File: config.mk
export PLATFORM = sky130hd
export DESIGN_NAME = serial_divider_flat
export DESIGN_NICKNAME = d
export VERILOG_FILES = /design/src/rtl/serial_divider_if.sv /design/src/rtl/serial_divider.sv /design/src/flat_wrapper.sv
export SDC_FILE = /design/constraint.sdc
export NUM_CORES = 1
export LEC_CHECK = 0
export CORE_ASPECT_RATIO = 0.5
export CORE_MARGIN = 4
export CORE_UTILIZATION = 45
export DETAILED_ROUTE_END_ITERATION = 10
export GPL_ROUTABILITY_DRIVEN = 0
export HOLD_SLACK_MARGIN = 0.03
export PLACE_DENSITY = 0.72
export SLEW_MARGIN = 20
export SYNTH_ARGS = -nofsm -noshare
export SYNTH_HDL_FRONTEND = slang
export SYNTH_SLANG_ARGS = --single-unit
File: constraint.sdc
create_clock -name clk -period 2.37 [get_ports clk]
set_input_delay 0.3555 -clock clk [delete_from_list [all_inputs] [get_ports clk]]
set_output_delay 0.3555 -clock clk [all_outputs]
set_load 0.02 [all_outputs]
File: src/rtl/serial_divider_if.sv
// Request/result bundle for serial_divider; master issues operands, slave returns results.
// Flow: start accepted only while idle; results flagged by a one-cycle Quotient_Valid.
interface serial_divider_if;
  logic        start;
  logic [15:0] in_dividend;
  logic [7:0]  in_divisor;
  logic [15:0] Quotient;
  logic [7:0]  Remainder;
  logic        Quotient_Valid;
  logic        Div_By_Zero;
  logic        busy;

  modport master (
    output start, in_dividend, in_divisor,
    input  Quotient, Remainder, Quotient_Valid, Div_By_Zero, busy
  );

  modport slave (
    input  start, in_dividend, in_divisor,
    output Quotient, Remainder, Quotient_Valid, Div_By_Zero, busy
  );
endinterface

File: src/rtl/serial_divider.sv
// 16/8 unsigned restoring divider, one quotient bit per cycle; result 17 cycles after accept (1 if divisor=0).
// No backpressure: start is ignored while busy, the result pulse cannot be stalled.
module serial_divider (
  input  logic            clk,
  input  logic            rst,
  serial_divider_if.slave div_if
);

  typedef enum logic [1:0] {IDLE, RUN, DONE} state_t;

  state_t      state_q, state_d;
  logic [8:0]  p_q, p_d;
  logic [15:0] sr_q, sr_d;
  logic [3:0]  cnt_q, cnt_d;
  logic [7:0]  divisor_q, divisor_d;
  logic [15:0] quot_q, quot_d;
  logic [7:0]  rem_q, rem_d;
  logic        vld_q, vld_d;
  logic        dbz_q, dbz_d;
  logic        busy_q, busy_d;

  logic [8:0]  s;
  logic [8:0]  diff;
  logic        ge;

  always_comb begin
    // P never exceeds the divisor, so its top bit can be dropped when shifting.
    s    = 9'({p_q, sr_q[15]});
    diff = s - {1'b0, divisor_q};
    ge   = (s >= {1'b0, divisor_q});

    state_d   = state_q;
    p_d       = p_q;
    sr_d      = sr_q;
    cnt_d     = cnt_q;
    divisor_d = divisor_q;
    quot_d    = quot_q;
    rem_d     = rem_q;
    vld_d     = 1'b0;
    dbz_d     = dbz_q;
    busy_d    = busy_q;

    case (state_q)
      IDLE: begin
        if (div_if.start) begin
          divisor_d = div_if.in_divisor;
          sr_d      = div_if.in_dividend;
          p_d       = '0;
          cnt_d     = '0;
          busy_d    = 1'b1;
          dbz_d     = 1'b0;
          if (div_if.in_divisor == 8'd0) begin
            quot_d  = 16'hFFFF;
            rem_d   = div_if.in_dividend[7:0];
            dbz_d   = 1'b1;
            vld_d   = 1'b1;
            state_d = DONE;
          end else begin
            state_d = RUN;
          end
        end
      end
      RUN: begin
        p_d   = ge ? diff : s;
        sr_d  = {sr_q[14:0], ge};
        cnt_d = cnt_q + 4'd1;
        if (cnt_q == 4'd15) begin
          quot_d  = sr_d;
          rem_d   = p_d[7:0];
          vld_d   = 1'b1;
          state_d = DONE;
        end
      end
      DONE: begin
        busy_d  = 1'b0;
        state_d = IDLE;
      end
      default: begin
        busy_d  = 1'b0;
        state_d = IDLE;
      end
    endcase
  end

  always_ff @(posedge clk or posedge rst) begin
    if (rst) begin
      state_q   <= IDLE;
      p_q       <= '0;
      sr_q      <= '0;
      cnt_q     <= '0;
      divisor_q <= '0;
      quot_q    <= '0;
      rem_q     <= '0;
      vld_q     <= 1'b0;
      dbz_q     <= 1'b0;
      busy_q    <= 1'b0;
    end else begin
      state_q   <= state_d;
      p_q       <= p_d;
      sr_q      <= sr_d;
      cnt_q     <= cnt_d;
      divisor_q <= divisor_d;
      quot_q    <= quot_d;
      rem_q     <= rem_d;
      vld_q     <= vld_d;
      dbz_q     <= dbz_d;
      busy_q    <= busy_d;
    end
  end

  assign div_if.Quotient       = quot_q;
  assign div_if.Remainder      = rem_q;
  assign div_if.Quotient_Valid = vld_q;
  assign div_if.Div_By_Zero    = dbz_q;
  assign div_if.busy           = busy_q;

endmodule

File: src/flat_wrapper.sv
// flat-port wrapper written by rule: the top's interface ports become plain ports
module serial_divider_flat 
  (clk, rst, div_if_start, div_if_in_dividend, div_if_in_divisor, div_if_Quotient, div_if_Remainder, div_if_Quotient_Valid, div_if_Div_By_Zero, div_if_busy);
  serial_divider_if div_if_i ();
  input  logic clk;
  input  logic rst;
  input wire logic [$bits(div_if_i.start)-1:0] div_if_start;
  input wire logic [$bits(div_if_i.in_dividend)-1:0] div_if_in_dividend;
  input wire logic [$bits(div_if_i.in_divisor)-1:0] div_if_in_divisor;
  output wire logic [$bits(div_if_i.Quotient)-1:0] div_if_Quotient;
  output wire logic [$bits(div_if_i.Remainder)-1:0] div_if_Remainder;
  output wire logic [$bits(div_if_i.Quotient_Valid)-1:0] div_if_Quotient_Valid;
  output wire logic [$bits(div_if_i.Div_By_Zero)-1:0] div_if_Div_By_Zero;
  output wire logic [$bits(div_if_i.busy)-1:0] div_if_busy;
  assign div_if_i.start = div_if_start;
  assign div_if_i.in_dividend = div_if_in_dividend;
  assign div_if_i.in_divisor = div_if_in_divisor;
  assign div_if_Quotient = div_if_i.Quotient;
  assign div_if_Remainder = div_if_i.Remainder;
  assign div_if_Quotient_Valid = div_if_i.Quotient_Valid;
  assign div_if_Div_By_Zero = div_if_i.Div_By_Zero;
  assign div_if_busy = div_if_i.busy;
  serial_divider u_core (.clk(clk), .rst(rst), .div_if(div_if_i));
endmodule
Yosys cells after proc, flatten, opt, wreduce, memory -nomap -nowiden
Index checks and enable logic that the tools add are counted.
{ "word_totals": {"elab_cells": 52, "register_bits": 65} }
{ "op_classes": {"addsub": 2, "order_cmp": 1, "bitwise": 1, "reduce_logical": 8, "eq_ne": 5, "n_mux": 25} }
{ "ops": {"columns": ["cell", "n"], "rows": [
  ["16-bit 2-to-1 mux", 4],
  ["16-bit one-hot mux with 2 select lines", 2],
  ["8-bit 2-to-1 mux", 5],
  ["8-bit one-hot mux with 2 select lines", 2],
  ["9-bit by 8-bit greater-or-equal comparator with 1-bit output", 1],
  ["8-bit zero test", 1],
  ["4-bit one-hot mux with 2 select lines", 1],
  ["2-bit AND reduction", 4],
  ["8-bit subtractor", 1],
  ["2-bit 2-to-1 mux", 3],
  ["4-bit by 1-bit adder with 4-bit output, second input constant", 1],
  ["4-bit == test, second input constant", 1],
  ["1-bit 2-to-1 mux", 4],
  ["4-bit 2-to-1 mux", 1],
  ["2-bit by 1-bit inequality test with 1-bit output, second input constant", 2],
  ["1-bit one-hot mux with 2 select lines", 2],
  ["2-bit one-hot mux with 2 select lines", 1],
  ["4-bit AND reduction", 1],
  ["2-bit by 1-bit == test with 1-bit output, second input constant", 1],
  ["2-bit zero test", 1],
  ["2-bit inequality test, second input constant", 1],
  ["2-bit nonzero test", 1],
  ["1-bit NOT", 1]
]} }

Longest topological paths before layout
{ "depth": {"ltp_word": 4, "mapped_depth": 9, "ltp_nobuf": 9} }

Least setup slack after synthesis
OpenSTA, ideal clock, no wires.
{ "synth_timing": {"path_kind": "reg2reg", "startpoint": "register u_core.p_q[2]", "endpoint": "register u_core.rem_q[1] (netlist: u_core.div_if.Remainder[1])", "period_less_slack_ps": 2271, "path_slack_ps": 99, "path_stages_with_launch": 8, "t_arrival_ps": 2167, "t_required_ps": 2266, "n_path_buf": 0, "cell_sequence": "dfrtp_1 > ha_1 > a21o_1 > a21oi_2 > o21ai_2 > a211oi_4 > mux2_4 > a221oi_1"} }
{ "synth_between": {"elab_chain_cells": 4} }
{ "synth_rtl": {"columns": ["item", "line", "rtl"], "rows": [
  ["start: declaration", "serial_divider.sv:12", "logic [8:0] p_q, p_d;"],
  ["start signal: assignment", "serial_divider.sv:99", "p_q <= p_d;"],
  ["9-bit by 8-bit greater-or-equal comparator with 1-bit output", "serial_divider.sv:30", "ge = (s >= {1'b0, divisor_q});"],
  ["8-bit 2-to-1 mux", "serial_divider.sv:64", "p_d = ge ? diff : s;"],
  ["8-bit 2-to-1 mux", "serial_divider.sv:67", "if (cnt_q == 4'd15) begin"],
  ["8-bit one-hot mux with 2 select lines", "serial_divider.sv:43", "case (state_q)"],
  ["end signal: assignment", "serial_divider.sv:104", "rem_q <= rem_d;"],
  ["end: declaration", "serial_divider.sv:17", "logic [7:0] rem_q, rem_d;"]
]} }
Every way passes these cells. The select of a mux whose other input is x is not followed.
A chain may end at the register's enable or synchronous reset.

Worst setup path after layout
Same ends and word-level chain as after synthesis.

==> flow_summary.html <==
<table>
<tr><th>Metric</th><th>Value</th></tr>
<tr><th colspan="2">Drt</th></tr>
<tr><td>Routed wire length per instance</td><td>15.9 µm</td></tr>
<tr><td>Routed vias</td><td>2552</td></tr>
<tr><td>Initial drt markers</td><td>167</td></tr>
<tr><td>Total Routed Length</td><td>7550 µm</td></tr>
<tr><td>Number of detailed-route iterations in the first pass</td><td>5</td></tr>
<tr><td>ANT nets after route</td><td>0</td></tr>
<tr><td>Post-route DRC</td><td>0</td></tr>
<tr><td>Mean number of vias per cell</td><td>5.38</td></tr>
<tr><th colspan="2">Layout</th></tr>
<tr><td>Layout cells sized above 1</td><td>13.4%</td></tr>
<tr><td>Number of nets at the end of the flow</td><td>417</td></tr>
<tr><td>Post-route design area</td><td>4140 µm²</td></tr>
<tr><td>Synth-to-layout area growth</td><td>33.2%</td></tr>
<tr><td>Most frequent cells in the layout</td><td>sky130_fd_sc_hd__dfrtp_1, sky130_fd_sc_hd__nand2_1, sky130_fd_sc_hd__clkdlybuf4s50_1</td></tr>
<tr><td>Commonest non-fill, non-tap cell in the layout</td><td>sky130_fd_sc_hd__dfrtp_1</td></tr>
<tr><td>Number of filler instances in the final layout</td><td>576</td></tr>
<tr><td>Number of diodes</td><td>0</td></tr>
<tr><th colspan="2">Floorplanning</th></tr>
<tr><td>Y dimension of the die</td><td>66.7 µm</td></tr>
<tr><td>Core Rows</td><td>21</td></tr>
<tr><td>Effective utilization at floorplan</td><td>46.3%</td></tr>
<tr><td>Die outline area</td><td>8370 µm²</td></tr>
<tr><td>Area of the core</td><td>6700 µm²</td></tr>
<tr><td>Number of primary I/O pins</td><td>54</td></tr>
<tr><td>Overall die width</td><td>125 µm</td></tr>
<tr><th colspan="2">STA</th></tr>
<tr><td>Final Slew Violations</td><td>0</td></tr>
<tr><td>Final worst slack</td><td>81.6 ps</td></tr>
<tr><td>Fraction of the cycle the final worst path needs</td><td>96.6%</td></tr>
<tr><td>Period minus WS final</td><td>2290 ps</td></tr>
<tr><td>Worst Max-Slew Pin Slew</td><td>427 ps</td></tr>
<tr><td>Number of hold violations in the final report</td><td>0</td></tr>
<tr><td>Top achievable clock speed</td><td>437 MHz</td></tr>
<tr><td>Setup-violating endpoint count in the final report</td><td>0</td></tr>
<tr><td>Max-Slew Margin vs Limit</td><td>71.6%</td></tr>
<tr><td>Clock Skew</td><td>7.26 ps</td></tr>
<tr><td>Setup TNS</td><td>0 ps</td></tr>
<tr><th colspan="2">Clocking</th></tr>
<tr><td>Clk root buf</td><td>sky130_fd_sc_hd__clkbuf_16</td></tr>
<tr><td>H-tree depth</td><td>3</td></tr>
<tr><td>CTS buffer count</td><td>9</td></tr>
<tr><td>TritonCTS clock tree</td><td>done</td></tr>
<tr><td>Deepest clock path buffer count</td><td>2</td></tr>
<tr><td>Clock sinks</td><td>65</td></tr>
<tr><td>Clock slew at the register clock pins of the worst setup and hold paths</td><td>50 ps</td></tr>
<tr><td>Clock insertion delay at the later pin of the skew report</td><td>330 ps</td></tr>
<tr><th colspan="2">Critical path</th></tr>
<tr><td>Slack of the worst reg-to-reg path</td><td>80 ps</td></tr>
<tr><td>Max FO, Critical Path</td><td>3</td></tr>
<tr><td>Reg2Reg Launch Point</td><td>u_core.p_q[2]$_DFFE_PP0P_</td></tr>
<tr><td>Element type at the critical path end</td><td>flop</td></tr>
<tr><td>Arrival time worst endpoint</td><td>2520 ps</td></tr>
<tr><td>Crit start category</td><td>flop</td></tr>
<tr><td>Worst endpoint required time</td><td>2600 ps</td></tr>
<tr><td>Depth of the worst register-to-register path</td><td>8</td></tr>
<tr><td>Startpoint-to-endpoint class of the critical path</td><td>flop to flop</td></tr>
<tr><td>Worst R2R End</td><td>u_core.div_if.Remainder[1]$_DFFE_PP0P_</td></tr>
<tr><th colspan="2">Synthesis</th></tr>
<tr><td>Nets in the synthesized netlist</td><td>351</td></tr>
<tr><td>Synth area leader</td><td>sky130_fd_sc_hd__dfrtp_1</td></tr>
<tr><td>Register bit count reported by yosys</td><td>65</td></tr>
<tr><td>Area contributors post-synth</td><td>sky130_fd_sc_hd__dfrtp_1, sky130_fd_sc_hd__o21ai_0, sky130_fd_sc_hd__nand2_1</td></tr>
<tr><td>Post-Synthesis Mean Instance Area</td><td>9.89 µm²</td></tr>
<tr><td>Portion of synthesized cell area occupied by the leading cell type</td><td>52.4%</td></tr>
<tr><td>Synth unique cells</td><td>45</td></tr>
<tr><td>Yosys warns</td><td>0</td></tr>
<tr><td>Mapped cell area</td><td>3110 µm²</td></tr>
<tr><td>Post-Synthesis Cells</td><td>314</td></tr>
<tr><td>Sequential share of the synthesized area</td><td>52.4%</td></tr>
<tr><th colspan="2">Power and ir drop</th></tr>
<tr><td>Reported leakage power</td><td>1.80 nW</td></tr>
<tr><td>Max IR drop VDD</td><td>656 µV</td></tr>
<tr><td>Power density of the placed cells</td><td>1580 nW/µm²</td></tr>
<tr><th colspan="2">GRT</th></tr>
<tr><td>Via count of the first global-routing pass</td><td>2598</td></tr>
<tr><td>First-pass GRT wire length</td><td>12800 µm</td></tr>
<tr><td>GRT Resource Usage Total</td><td>19.5%</td></tr>
<tr><td>Largest net degree at the start of global routing</td><td>66</td></tr>
<tr><td>Total gr overflow</td><td>0</td></tr>
<tr><td>Number of antenna violations at the first check in global routing</td><td>0</td></tr>
<tr><th colspan="2">Flow run</th></tr>
<tr><td>Count of maximum capacitance violations</td><td>0</td></tr>
<tr><th colspan="2">Placement</th></tr>
<tr><td>Post-DP HPWL</td><td>5270 µm</td></tr>
<tr><td>Number of input and output port buffers inserted</td><td>53</td></tr>
<tr><td>Placement Setup Slack</td><td>1.30 ps</td></tr>
<tr><td>Area post-placement</td><td>3790 µm²</td></tr>
<tr><th colspan="2">Run status</th></tr>
<tr><td>Outcome</td><td>finished, final reports clean</td></tr>
<tr><th colspan="2">Worst hold path</th></tr>
<tr><td>Class of the most critical hold timing path</td><td>primary input to asynchronous set/reset pin</td></tr>
</table>
## critical path, stage by stage, from the launching register on
cell	delay, ps
sky130_fd_sc_hd__dfrtp_1	400
sky130_fd_sc_hd__ha_1	300
sky130_fd_sc_hd__a21o_1	190
sky130_fd_sc_hd__a21oi_2	140
sky130_fd_sc_hd__o21ai_2	90
sky130_fd_sc_hd__a211oi_4	290
sky130_fd_sc_hd__buf_4	170
sky130_fd_sc_hd__mux2_4	320
sky130_fd_sc_hd__a221oi_2	280
## layer usage
layer,global-route usage (%),vias to the layer above,part of all wire (%)
met5,0,-,0
met4,7.03,0,1.4
met3,6.08,12,5.2
met2,30.7,61,46
met1,25.7,1255,47
li1,-,1224,-
## cells by family after synthesis
logic type                 share of synthesized area, %
AOI/OAI and AO/OA                                  20.0
xor gates and xnor gates                          0.846
adders and majority gates                          4.27
and+or+nand+nor                                    13.2
muxes                                              4.71
buffers and inverters                              4.59
DFF                                                52.4
## final cells by class
type,count,area (µm²),area share (%)
clock buffer,12,246,5.96
clock inverter,1,5.00,0.121
inverter,16,60.1,1.45
multi-input combinational,215,1380,33.3
sequential,65,1630,39.3
tap,92,115,2.78
timing repair buffer,73,706,17.1
## cells in the mapped netlist, drive strengths merged
cell type / number
o21a: 1
xnor2: 1
nor2: 13
mux2i: 12
nor3: 6
nor2b: 4
a211oi: 1
a211o: 1
clkbuf: 12
or2: 1
nand2b: 2
or3: 1
o21ai: 48
xor2: 2
or4b: 1
a21o: 5
dfrtp: 65
a22oi: 9
and3: 2
nand4: 1
nor4: 1
a31oi: 1
buf: 6
a221oi: 1
or4: 2
nand2: 55
a22o: 1
a21oi: 7
mux2: 2
o22a: 14
o21bai: 3
o2111ai: 1
ha: 9
inv: 16
o41ai: 1
nand3: 4
fa: 1
a31o: 1
## worst max path at each step
stage / endpoint / slack (ps) / from / depth (start not counted)
2_1_floorplan: u_core.div_if.Remainder[1]$_DFFE_PP0P_ / 100 / u_core.p_q[2]$_DFFE_PP0P_ / 7
4_1_cts: u_core.p_q[4]$_DFFE_PP0P_ / 10 / u_core.divisor_q[1]$_DFFE_PP0P_ / 8
5_1_grt: u_core.div_if.Remainder[1]$_DFFE_PP0P_ / -7 / u_core.p_q[2]$_DFFE_PP0P_ / 8
3_3_place_gp: u_core.div_if.Remainder[6]$_DFFE_PP0P_ / 40 / u_core.divisor_q[0]$_DFFE_PP0P_ / 8
3_5_place_dp: u_core.div_if.Remainder[1]$_DFFE_PP0P_ / 1 / div_if_in_divisor[4] / 7
6_report: u_core.div_if.Remainder[1]$_DFFE_PP0P_ / 80 / u_core.p_q[2]$_DFFE_PP0P_ / 8
## what timing repair did
item,CTS,global route
buffers inserted,0,7
resized for setup,1,9
pin swaps,0,5
hold buffers,0,0
endpoints found under the setup margin,1,11
## state kept, by name, indices dropped and copies added, names as in the netlist
name / flops
u_core.div_if.Quotient_Valid: 1
u_core.sr_q: 16
u_core.div_if.Remainder: 8
u_core.divisor_q: 8
u_core.div_if.busy: 1
u_core.cnt_q: 4
u_core.div_if.Div_By_Zero: 1
u_core.div_if.Quotient: 16
u_core.state_q: 2
u_core.p_q: 8
## report_power, final
part	leakage, nW	internal [mW]	switching [mW]
combinational	0.883	1.61	1.76
sequential	0.789	1.65	0.362
clock	0.124	0.715	0.426
total	1.80	3.98	2.55
## metrics by stage
step           hold WS, ps  power, mW  instances  utilization (%)
2_1_floorplan          450       4.01        314                -
3_3_place_gp           467       4.98        454             56.6
3_5_place_dp           476       5.10        454             56.6
4_1_cts                428       6.29        467             60.4
5_1_grt                479       7.03        474             61.7
6_report               411       6.53        474             61.7
Power figures use the tool's default switching activity.
